[src/rtl/pc_redirect_if.sv]
// pc_redirect_if: execute-stage inputs and fetch-side outputs of pc_redirect_unit
interface pc_redirect_if;
    logic [31:0] Instruction, ex_pc, rs1Data, pc;
    logic ex_valid, Branch, stall, imem_ready;
    logic imem_req, redirect, flush, misalign;
    modport master(
        output Instruction, ex_pc, ex_valid, rs1Data, Branch, stall, imem_ready,
        input  pc, imem_req, redirect, flush, misalign
    );
    modport slave(
        input  Instruction, ex_pc, ex_valid, rs1Data, Branch, stall, imem_ready,
        output pc, imem_req, redirect, flush, misalign
    );
endinterface

[src/rtl/pc_redirect_unit.sv]
// pc_redirect_unit: fetch PC stepping, branch/JAL/JALR redirect and multi-cycle flush.
// Optional PC_MISALIGN_TRAP_EN sends targets with bit 1 set to TRAP_VEC.
module pc_redirect_unit #(
    parameter logic [31:0] RESET_PC     = 32'h0000_0000,
    parameter logic [31:0] TRAP_VEC     = 32'h0000_0100,
    parameter int          FLUSH_CYCLES = 2
) (
    input logic         clk,
    input logic         rst,
    pc_redirect_if.slave bus
);
    typedef enum logic [1:0] {BOOT, FETCH, FLUSH} state_t;
    state_t state, state_n;
    logic [31:0] ins, pc_q, pc_n, b_imm, j_imm, i_imm, target, dest;
    logic [2:0] cnt, cnt_n;
    logic sb, jal, jalr, taken, step, bad, redirect_q, misalign_q;
    assign ins   = bus.Instruction;
    assign sb    = ins[6:0] == 7'b1100011;
    assign jal   = ins[6:0] == 7'b1101111;
    assign jalr  = ins[6:0] == 7'b1100111;
    assign b_imm = {{19{ins[31]}}, ins[31], ins[7], ins[30:25], ins[11:8], 1'b0};
    assign j_imm = {{11{ins[31]}}, ins[31], ins[19:12], ins[20], ins[30:21], 1'b0};
    assign i_imm = {{20{ins[31]}}, ins[31:20]};
    assign target = jalr ? (bus.rs1Data + i_imm) & ~32'h1
                         : bus.ex_pc + (jal ? j_imm : b_imm);
    assign taken = state == FETCH && bus.ex_valid && ((sb && bus.Branch) || jal || jalr);
    assign step  = bus.imem_ready && !bus.stall;
`ifdef PC_MISALIGN_TRAP_EN
    assign bad  = target[1];
    assign dest = bad ? TRAP_VEC : target;
`else
    logic unused_trap;
    assign unused_trap = ^TRAP_VEC;
    assign bad  = 1'b0;
    assign dest = target;
`endif
    always_comb begin
        state_n = state;
        pc_n    = pc_q;
        cnt_n   = cnt;
        case (state)
            BOOT: state_n = FETCH;
            FETCH: begin
                if (taken) begin
                    pc_n    = dest;
                    cnt_n   = 3'(FLUSH_CYCLES - 1);
                    state_n = FLUSH_CYCLES == 1 ? FETCH : FLUSH;
                end else if (step) begin
                    pc_n = pc_q + 32'd4;
                end
            end
            default: begin
                pc_n    = step ? pc_q + 32'd4 : pc_q;
                cnt_n   = cnt - 3'd1;
                state_n = cnt == 3'd0 ? FETCH : FLUSH;
            end
        endcase
    end
    always_ff @(posedge clk) begin
        if (rst) begin
            state      <= BOOT;
            pc_q       <= RESET_PC;
            cnt        <= 3'd0;
            redirect_q <= 1'b0;
            misalign_q <= 1'b0;
        end else begin
            state      <= state_n;
            pc_q       <= pc_n;
            cnt        <= cnt_n;
            redirect_q <= taken;
            misalign_q <= taken && bad;
        end
    end
    // A single-cycle flush never leaves FETCH, so the redirect pulse covers it
    assign bus.pc       = pc_q;
    assign bus.imem_req = state != BOOT;
    assign bus.redirect = redirect_q;
    assign bus.flush    = redirect_q || state == FLUSH;
    assign bus.misalign = misalign_q;
endmodule

[src/flat_wrapper.sv]
// flat-port wrapper written by rule: the top's interface ports become plain ports
module pc_redirect_unit_flat 
#(
    parameter logic [31:0] RESET_PC     = 32'h0000_0000,
    parameter logic [31:0] TRAP_VEC     = 32'h0000_0100,
    parameter int          FLUSH_CYCLES = 2
)
  (clk, rst, bus_Instruction, bus_ex_pc, bus_ex_valid, bus_rs1Data, bus_Branch, bus_stall, bus_imem_ready, bus_pc, bus_imem_req, bus_redirect, bus_flush, bus_misalign);
  pc_redirect_if bus_i ();
  input logic clk;
  input logic rst;
  input wire logic [$bits(bus_i.Instruction)-1:0] bus_Instruction;
  input wire logic [$bits(bus_i.ex_pc)-1:0] bus_ex_pc;
  input wire logic [$bits(bus_i.ex_valid)-1:0] bus_ex_valid;
  input wire logic [$bits(bus_i.rs1Data)-1:0] bus_rs1Data;
  input wire logic [$bits(bus_i.Branch)-1:0] bus_Branch;
  input wire logic [$bits(bus_i.stall)-1:0] bus_stall;
  input wire logic [$bits(bus_i.imem_ready)-1:0] bus_imem_ready;
  output wire logic [$bits(bus_i.pc)-1:0] bus_pc;
  output wire logic [$bits(bus_i.imem_req)-1:0] bus_imem_req;
  output wire logic [$bits(bus_i.redirect)-1:0] bus_redirect;
  output wire logic [$bits(bus_i.flush)-1:0] bus_flush;
  output wire logic [$bits(bus_i.misalign)-1:0] bus_misalign;
  assign bus_i.Instruction = bus_Instruction;
  assign bus_i.ex_pc = bus_ex_pc;
  assign bus_i.ex_valid = bus_ex_valid;
  assign bus_i.rs1Data = bus_rs1Data;
  assign bus_i.Branch = bus_Branch;
  assign bus_i.stall = bus_stall;
  assign bus_i.imem_ready = bus_imem_ready;
  assign bus_pc = bus_i.pc;
  assign bus_imem_req = bus_i.imem_req;
  assign bus_redirect = bus_i.redirect;
  assign bus_flush = bus_i.flush;
  assign bus_misalign = bus_i.misalign;
  pc_redirect_unit #(.RESET_PC(RESET_PC), .TRAP_VEC(TRAP_VEC), .FLUSH_CYCLES(FLUSH_CYCLES)) u_core (.clk(clk), .rst(rst), .bus(bus_i));
endmodule
[config.mk]
export PLATFORM = sky130hd
export DESIGN_NAME = pc_redirect_unit_flat
export DESIGN_NICKNAME = d
export VERILOG_FILES = /design/src/rtl/pc_redirect_if.sv /design/src/rtl/pc_redirect_unit.sv /design/src/flat_wrapper.sv
export SDC_FILE = /design/constraint.sdc
export NUM_CORES = 1
export LEC_CHECK = 0
export ABC_AREA = 1
export BUFFER_PORTS_ARGS = -buffer_cell sky130_fd_sc_hd__clkbuf_2
export CORE_MARGIN = 10
export CORE_UTILIZATION = 58
export DETAILED_ROUTE_END_ITERATION = 8
export PLACE_DENSITY = 0.9
export SYNTH_ARGS = -nofsm -noshare
export SYNTH_HDL_FRONTEND = slang
export SYNTH_SLANG_ARGS = --single-unit
[constraint.sdc]
create_clock -name clk -period 4.05 [get_ports clk]
set_input_delay 1.0125 -clock clk [delete_from_list [all_inputs] [get_ports clk]]
set_output_delay 1.0125 -clock clk [all_outputs]
set_load 0.02 [all_outputs]
# Yosys cells after proc, flatten, opt, wreduce, memory -nomap -nowiden
# Index checks and enable logic that the tools add are counted.
[totals] elab_cells=37 ff_bits=38
[classes] n_addsub=4 mux=10 n_reduce_logical=12 eq_ne=6 n_bitwise=1
[ops] operator="32-bit 2-to-1 mux" n=3
[ops] operator="32-bit adder" n=2
[ops] operator="32-bit one-hot mux with 2 select lines" n=1
[ops] operator="32-bit by 3-bit adder with 32-bit output (second input constant)" n=1
[ops] operator="7-bit equality test (second input constant)" n=3
[ops] operator="20-bit 2-to-1 mux" n=1
[ops] operator="3-bit one-hot mux with 2 select lines" n=1
[ops] operator="1-bit logical AND" n=4
[ops] operator="2-bit 2-to-1 mux" n=2
[ops] operator="2-bit one-hot mux with 2 select lines" n=1
[ops] operator="3-bit zero test" n=1
[ops] operator="1-bit logical OR" n=3
[ops] operator="3-bit 2-to-1 mux" n=1
[ops] operator="3-bit by 1-bit subtractor with 3-bit output (second input constant)" n=1
[ops] operator="2-bit by 1-bit equality test with 1-bit output (second input constant)" n=1
[ops] operator="2-bit equality test (second input constant)" n=1
[ops] operator="2-bit zero test" n=1
[ops] operator="2-bit by 1-bit inequality test with 1-bit output (second input constant)" n=1
[ops] operator="2-bit AND reduction" n=1
[ops] operator="2-bit nonzero test" n=1
[ops] operator="1-bit zero test" n=1
[ops] operator="1-bit NOT" n=1

# Depth between registers and ports, before layout
# Gate-level depths: netlist of the first run.
[depth] word_depth=7 ltp_mapped=23 ltp_nobuf=22

# Worst setup path before layout of the first run
# No wires, ideal clock.
[synth_timing] kind="input to register" startpoint="input bus_Instruction[1]" endpoint="register u_core.pc_q[11] (netlist: u_core.bus.pc[11])" n_path_buf=1 setup_ns=0.109 stages=22 arrival_time_ns=3.605 path_slack_ns=0.335 path_cell_list="nand2_1 > inv_1 > nand3_1 > inv_1 > nand2_1 > clkbuf_1 > mux2_2 > ha_1 > fa_1 > nand2_1 > nand2_1 > nand3b_1 > nand2_1 > nand2_1 > nand2_1 > or2_2 > nand3_1 > nand2_1 > nand2_1 > nand3_1 > nand2_1 > inv_1"
[synth_between] elab_chain_len=7
[synth_lines] item="from (decl)" line="flat_wrapper.sv:12" text="input wire logic [$bits(bus_i.Instruction)-1:0] bus_Instruction;"
[synth_lines] item="branches (longest 5 deep; another with 32-bit adder)"
[synth_lines] item="32-bit 2-to-1 mux (*)" line="pc_redirect_unit.sv:44" text="if (taken) begin"
[synth_lines] item="32-bit one-hot mux with 2 select lines (*)" line="pc_redirect_unit.sv:41" text="case (state)"
[synth_lines] item="to (signal assigned)" line="pc_redirect_unit.sv:68" text="pc_q <= pc_n;"
[synth_lines] item="to (decl)" line="pc_redirect_unit.sv:14" text="logic [31:0] ins, pc_q, pc_n, b_imm, j_imm, i_imm, target, dest;"
# Mark *: on every way between the ends.
# A chain may end at the register's enable or synchronous reset.

# Worst setup path after layout of the first run
[layout_timing] startpoint="input bus_Instruction[1]" endpoint="register u_core.pc_q[19] (netlist: u_core.bus.pc[19])"
# The elaborated chain is that of the path after synthesis.

==> impl_metrics.yaml, run 1 <==
timing:
  fin_setup_tns_ps: 0
  relSlewSlack_pct: 39.6
  fin_ws_ps: 334
  tightest_slew_ps: 905
  drv_slew: 0
  rsz0062_at_grt: "no"
  post-route-period-util_pct: 91.7
  holdWs_ps: 464
  min_period_ps: 3720
  finalSetupViolCount: 0
  skew_ps: 4.20
  fmax_mhz: 269
  final-hold-violation-count: 0
clock_network:
  clock_sinks: 38
  worstSkewPairLatency_ps: 290
  cts_tree: "yes"
  cts-root-buf: "clkbuf_16"
  cts_resized: 0
  cts.htree.levels: 2
  postCtsHoldBufs: 0
  cts_made_buffers: 5
  clk_path_buf_depth: 2
  cts_setup_buffers: 0
  clk_pin_slew_worst_paths_ps: 60
die:
  start_util_pct: 60.1
  die_w_um: 132
  io-pin-count: 138
  rows: 40
  die_y_um: 132
  dieArea_um2: 17500
  core_um2: 12200
pwr:
  power_frac_seq_pct: 24.5
  p_sw_uw: 767
  peakVddDrop_v: 0.000139
  switching_share_pct: 44.9
  p_int_uw: 940
  power_density_nw_per_um2: 205
  power_frac_clock_pct: 23.6
  leakagePower_uw: 0.00487
  comb_power_share_pct: 51.9
yosys:
  synth_area_um2: 7310
  ys_warn_count: 0
  syn_inst: 1375
  async_reset_ff_share_pct: 0
  seq_area_frac_synth_pct: 10.4
  synth_cell_type_count: 42
  synth_nets: 1545
  avgSynthCellArea_um2: 5.32
  ys.flop_type: "dfxtp_1"
  synth-edff-count: 0
  ys_seq_elements: 38
global_route:
  grtUsageTotal_pct: 28.9
  grt_pass1_wl_um: 43100
  antenna_found_initial: 0
  grt_pass1_vias: 9032
  grt_overflow: 0
  grt_max_degree: 38
setup_path:
  timing.reg2reg.setup_slack_ps: 1790
  crit_slowest_cell: "fa_1"
  crit_path_max_fanout: 5
  arrival_ps: 3890
  worst_setup_path_end_kind: "flop"
  path_cells: "clkbuf_2, nand2_1, inv_1, nand3_1, inv_1, nand2_1, mux2_2, ha_1, fa_1, nand2_1, nand2_1, nand3b_1, nand2_1, nand2_1, nand2_1, nand2_1, nand2_1, or2_2, nand2_1, nand2_1, nand2_1, a21oi_1"
  crit_path_start_kind: "primary input"
  crit_required_ps: 4220
  crit_top_cell: "nand2_1"
  criticalPathCategory: "primary input to flop"
  critical_path.top_delay_family: "simple AND/OR/NAND/NOR gates"
  cpPeakStageDelay_ps: 420
  path_buf_inv: 3
place:
  post-place-ws_ps: 108
  gp_congestion: 1.06
  port_buffers: 136
  hpwl_um: 21600
cells_and_area:
  nets: 1674
  area_growth_pct: 13.6
  drive_above_1_share_pct: 13.0
  diodes: 0
drt:
  dr.first_iter.drc_count: 1014
  drcViolationCount: 0
  wirelength_um: 26200
  ant_nets: 0
  post_drt_wl_per_cell_um: 15.7
  vias: 9425
  viasPerCell: 5.63
  dr.pass1.iters: 6
worst_hold_path:
  hold_class: "flop to flop"
run:
  cap_violations: 0
status:
  status: "finished, final reports clean"
## through the flow
stage	utilization [%]	cells	instance area (um2)	total power [uW]
2_1_floorplan	-	1375	7310	1010
3_3_place_gp	67.1	1665	8160	1270
3_5_place_dp	67.1	1665	8160	1280
4_1_cts	68.3	1673	8310	1680
5_1_grt	68.3	1673	8310	1830
6_report	68.3	1673	8310	1710
## worst register-to-register path, stage by stage, from the launching register on
cell,delay [ps]
dfxtp_1,360
inv_1,70
nor2_1,160
nand3_2,260
inv_1,760
a31oi_1,270
o21ai_0,140
a21oi_1,100
## cells by family after synthesis
family	Yosys count	share of synthesized area (%)
buffers and inverters	257	13.5
XOR/XNOR	21	2.52
other	1	0.0513
flip-flops	38	10.4
AND/OR/NAND/NOR	775	45.5
adder cells (fa/ha/maj)	68	11.8
multiplexers	5	0.770
AO/OA/AOI/OAI	210	15.5
## cell usage in the layout (no fill, tap or decap), drive strengths merged, types with 2 or more instances in the layout
master,Yosys,final
nand2,487,487
inv,234,234
clkbuf,11,143
nor2,112,112
a21oi,110,110
nand3,103,103
o21ai,70,70
ha,66,66
dfxtp,38,38
nor3,22,22
nand4,21,21
or2,15,15
o21bai,14,14
xor2,14,14
nand3b,13,13
buf,11,8
xnor2,7,7
a31oi,6,6
mux2,5,5
o211ai,4,4
a21o,3,3
and2,2,2
fa,2,2
clkinv,1,2
## Yosys cell counts (all sizes together), types with 14 or more instances
library cell,n,area (um2)
nor2,112,445
ha,66,826
nand4,21,153
nor3,22,143
o21bai,14,105
inv,234,878
nand2,487,1840
a21oi,110,566
o21ai,70,350
nand3,103,543
or2,15,93.8
xor2,14,123
dfxtp,38,761
## path summary, 6_finish.rpt
path | to | startpoint | cells past startpoint
worst min register to register | u_core.bus.pc[0] | u_core.bus.pc[0] | 2
worst min-delay path | u_core.bus.pc[0] | u_core.bus.pc[0] | 2
worst max-delay path | u_core.bus.pc[19] | bus_Instruction[1] | 22
worst max register to register | u_core.bus.pc[5] | u_core.state[0] | 7
## routing by layer
metal	up-vias	GRT usage (%)	part of all wire [%]	wire (um)
met4	0	13.2	4.4	1160
met2	516	48.4	46	12000
met1	4170	34.3	39	10300
li1	4646	-	-	-
met5	-	0	0	0
met3	93	6.63	11	2790
## power by group through the flow
| stage | combinational (uW) | sequential, uW | clock [uW] |
|---|---|---|---|
| 2_1_floorplan | 568 | 437 | 0 |
| 3_3_place_gp | 843 | 425 | 0 |
| 3_5_place_dp | 858 | 425 | 0 |
| 4_1_cts | 864 | 417 | 397 |
| 5_1_grt | 994 | 421 | 415 |
| 6_report | 886 | 419 | 402 |
## final cells by class
cell class / count / area, um2
Clock inverter: 1 / 5.00
Sequential cell: 38 / 761
Clock buffer: 7 / 143
Tap cell: 168 / 210
Fill cell: 1225 / 3850
Inverter: 235 / 882
Multi-Input combinational cell: 1080 / 5570
Timing Repair Buffer: 144 / 741
## state kept, by name (all words and copies together), names as in the netlist
register / cells
u_core.state: 2
u_core.cnt: 3
u_core.bus.redirect: 1
u_core.bus.pc: 32
(Power assumes the default switching activity.)
==> run 2: changes to the inputs <==
- PLACE_DENSITY: 0.9 -> 0.83
- REMOVE_ABC_BUFFERS: unset -> 1
==> run 2 against run 1 <==
Die area is the same. First-iteration DRC count down 3.5%. Combinational power decreased by 2.7%. Sequential share of layout area down 0.081 points. Via count decreased by 3.4%. Sequential power barely moved. Maximum frequency increased by 2.5%. Worst hold slack better by 7.5 ps. Final cell count up 0.18%. Critical path type unchanged. Highest routed layer unchanged.
==> impl_metrics.yaml, run 2 (synthesis results as in run 1) <==
timing:
  post-route-period-util_pct: 89.5
  finalSetupViolCount: 0
  holdWs_ps: 471
  fin_setup_tns_ps: 0
  drv_slew: 0
  final-hold-violation-count: 0
  min_period_ps: 3630
  fmax_mhz: 276
  relSlewSlack_pct: 57.1
  tightest_slew_ps: 642
  rsz0062_at_grt: "no"
  fin_ws_ps: 424
  skew_ps: 4.97
run:
  cap_violations: 0
setup_path:
  cpPeakStageDelay_ps: 350
  r2r_start: "u_core.state[0]"
  path_cells: "clkbuf_2, nand2_1, inv_1, nand3_1, inv_1, nand2_1, buf_4, mux2_2, ha_1, nor2_1, a21oi_1, nand2_1, nand2_1, nand2_1, nand2_1, nand2_1, nand3_1, nand3_1, nand2_1, nand2_1, a21oi_1"
  r2r-end: "u_core.bus.pc[25]"
  timing.reg2reg.setup_slack_ps: 1990
  worst_setup_path_end_kind: "flop"
  crit_top_cell: "nand2_1"
  crit_path_start_kind: "primary input"
  crit_end: "u_core.bus.pc[28]"
  crit_path_max_fanout: 12
  crit_required_ps: 4260
  crit_slowest_cell: "mux2_2"
  crit_start: "bus_Instruction[1]"
  arrival_ps: 3840
  reg2reg_depth: 8
  criticalPathCategory: "primary input to flop"
worst_hold_path:
  holdPathStages: 2
  hold_class: "flop to flop"
cells_and_area:
  fill_cells: 1207
  nets: 1677
  largest_reg_flops: 32
  final_area_um2: 8380
  drive_above_1_share_pct: 13.2
  area_growth_pct: 14.7
  multiInputGateArea_um2: 5570
  diodes: 0
  layout_commonest_cell: "nand2_1"
  seqCellArea_um2: 761
  layout_common_cells: "nand2_1 (484), inv_1 (232), clkbuf_2 (136)"
drt:
  drcViolationCount: 0
  dr.pass1.iters: 7
  viasPerCell: 5.43
  vias: 9109
  wirelength_um: 24800
  post_drt_wl_per_cell_um: 14.8
  dr.first_iter.drc_count: 979
  ant_nets: 0
die:
  rows: 40
  start_util_pct: 60.1
  dieArea_um2: 17500
  io-pin-count: 138
  die_y_um: 132
  die_w_um: 132
  core_um2: 12200
status:
  status: "finished, final reports clean"
place:
  hpwl_um: 20600
  post-place-ws_ps: 171
  port_buffers: 136
  gp_congestion: 0.992
  placed_cell_area_um2: 8180
clock_network:
  cts_made_buffers: 5
  cts_resized: 0
  clock_sinks: 38
  clk_path_buf_depth: 2
  worstSkewPairLatency_ps: 290
  postCtsHoldBufs: 0
  cts-root-buf: "clkbuf_16"
  cts_tree: "yes"
  cts.htree.levels: 2
  cts_setup_buffers: 0
  clk_pin_slew_worst_paths_ps: 60
pwr:
  leakagePower_uw: 0.00491
  peakVddDrop_v: 0.000218
  power_density_nw_per_um2: 216
global_route:
  grt_max_degree: 38
  antenna_found_initial: 0
  grt_pass1_wl_um: 40700
  grtUsageTotal_pct: 27.2
  grt_overflow: 0
  grt_pass1_vias: 8358
==> run 2: changes by cell type in the layout (fill, tap and decap cells not counted), sizes merged <==
cell,change
clkinv,-1
clkbuf,-1
bufinv,+2
buf,+3
==> run 2: critical path, delay by kind of cell <==
family | cells | cell delay (ps)
AO/OA/AOI/OAI | 2 | 350
adder cells (fa/ha/maj) | 1 | 320
buffers and inverters | 4 | 380
multiplexers | 1 | 350
AND/OR/NAND/NOR | 13 | 1410
==> run 2: routing by layer <==
metal	routed length [um]	GRT usage, %	vias to the layer above	share of wire [%]
li1	-	-	4644	-
met1	10700	35.4	3922	43
met2	10900	43.9	479	44
met3	2460	5.53	64	9.9
met4	694	8.56	0	2.8
met5	0	0	-	0
==> run 2: worst min-delay path by stage <==
| stage | start | endpoint | slack [ps] |
|---|---|---|---|
| floorplan | u_core.cnt[0] | u_core.cnt[0] | 470 |
| global placement | u_core.bus.pc[1] | u_core.bus.pc[1] | 450 |
| detailed placement | u_core.bus.pc[0] | u_core.bus.pc[0] | 460 |
| CTS | u_core.bus.pc[0] | u_core.bus.pc[0] | 470 |
| global route | u_core.bus.pc[0] | u_core.bus.pc[0] | 480 |
| finish | u_core.bus.pc[0] | u_core.bus.pc[0] | 470 |
==> run 2: power by group <==
group	leakage (uW)	total (uW)	internal (uW)	switching, uW
clock	0.0000971	532	370	163
combinational	0.00450	862	307	555
sequential	0.000311	418	391	27.4
total	0.00491	1810	1070	745
==> run 2: cell type report <==
| type | count | area share [%] |
|---|---|---|
| inverters | 235 | 10.5 |
| multi-input cells | 1080 | 66.4 |
| clock buffers | 6 | 1.66 |
| flip-flops and latches | 38 | 9.08 |
| clock inverters | 2 | 0.717 |
| well taps | 168 | 2.51 |
| repair buffers | 147 | 9.11 |
==> run 2: through the flow <==
step	total power (uW)	utilization, %	instances
2_1_floorplan	999	-	1353
3_3_place_gp	1260	67.3	1668
3_5_place_dp	1270	67.3	1668
4_1_cts	1800	68.9	1676
5_1_grt	1940	68.9	1676
6_report	1810	68.9	1676
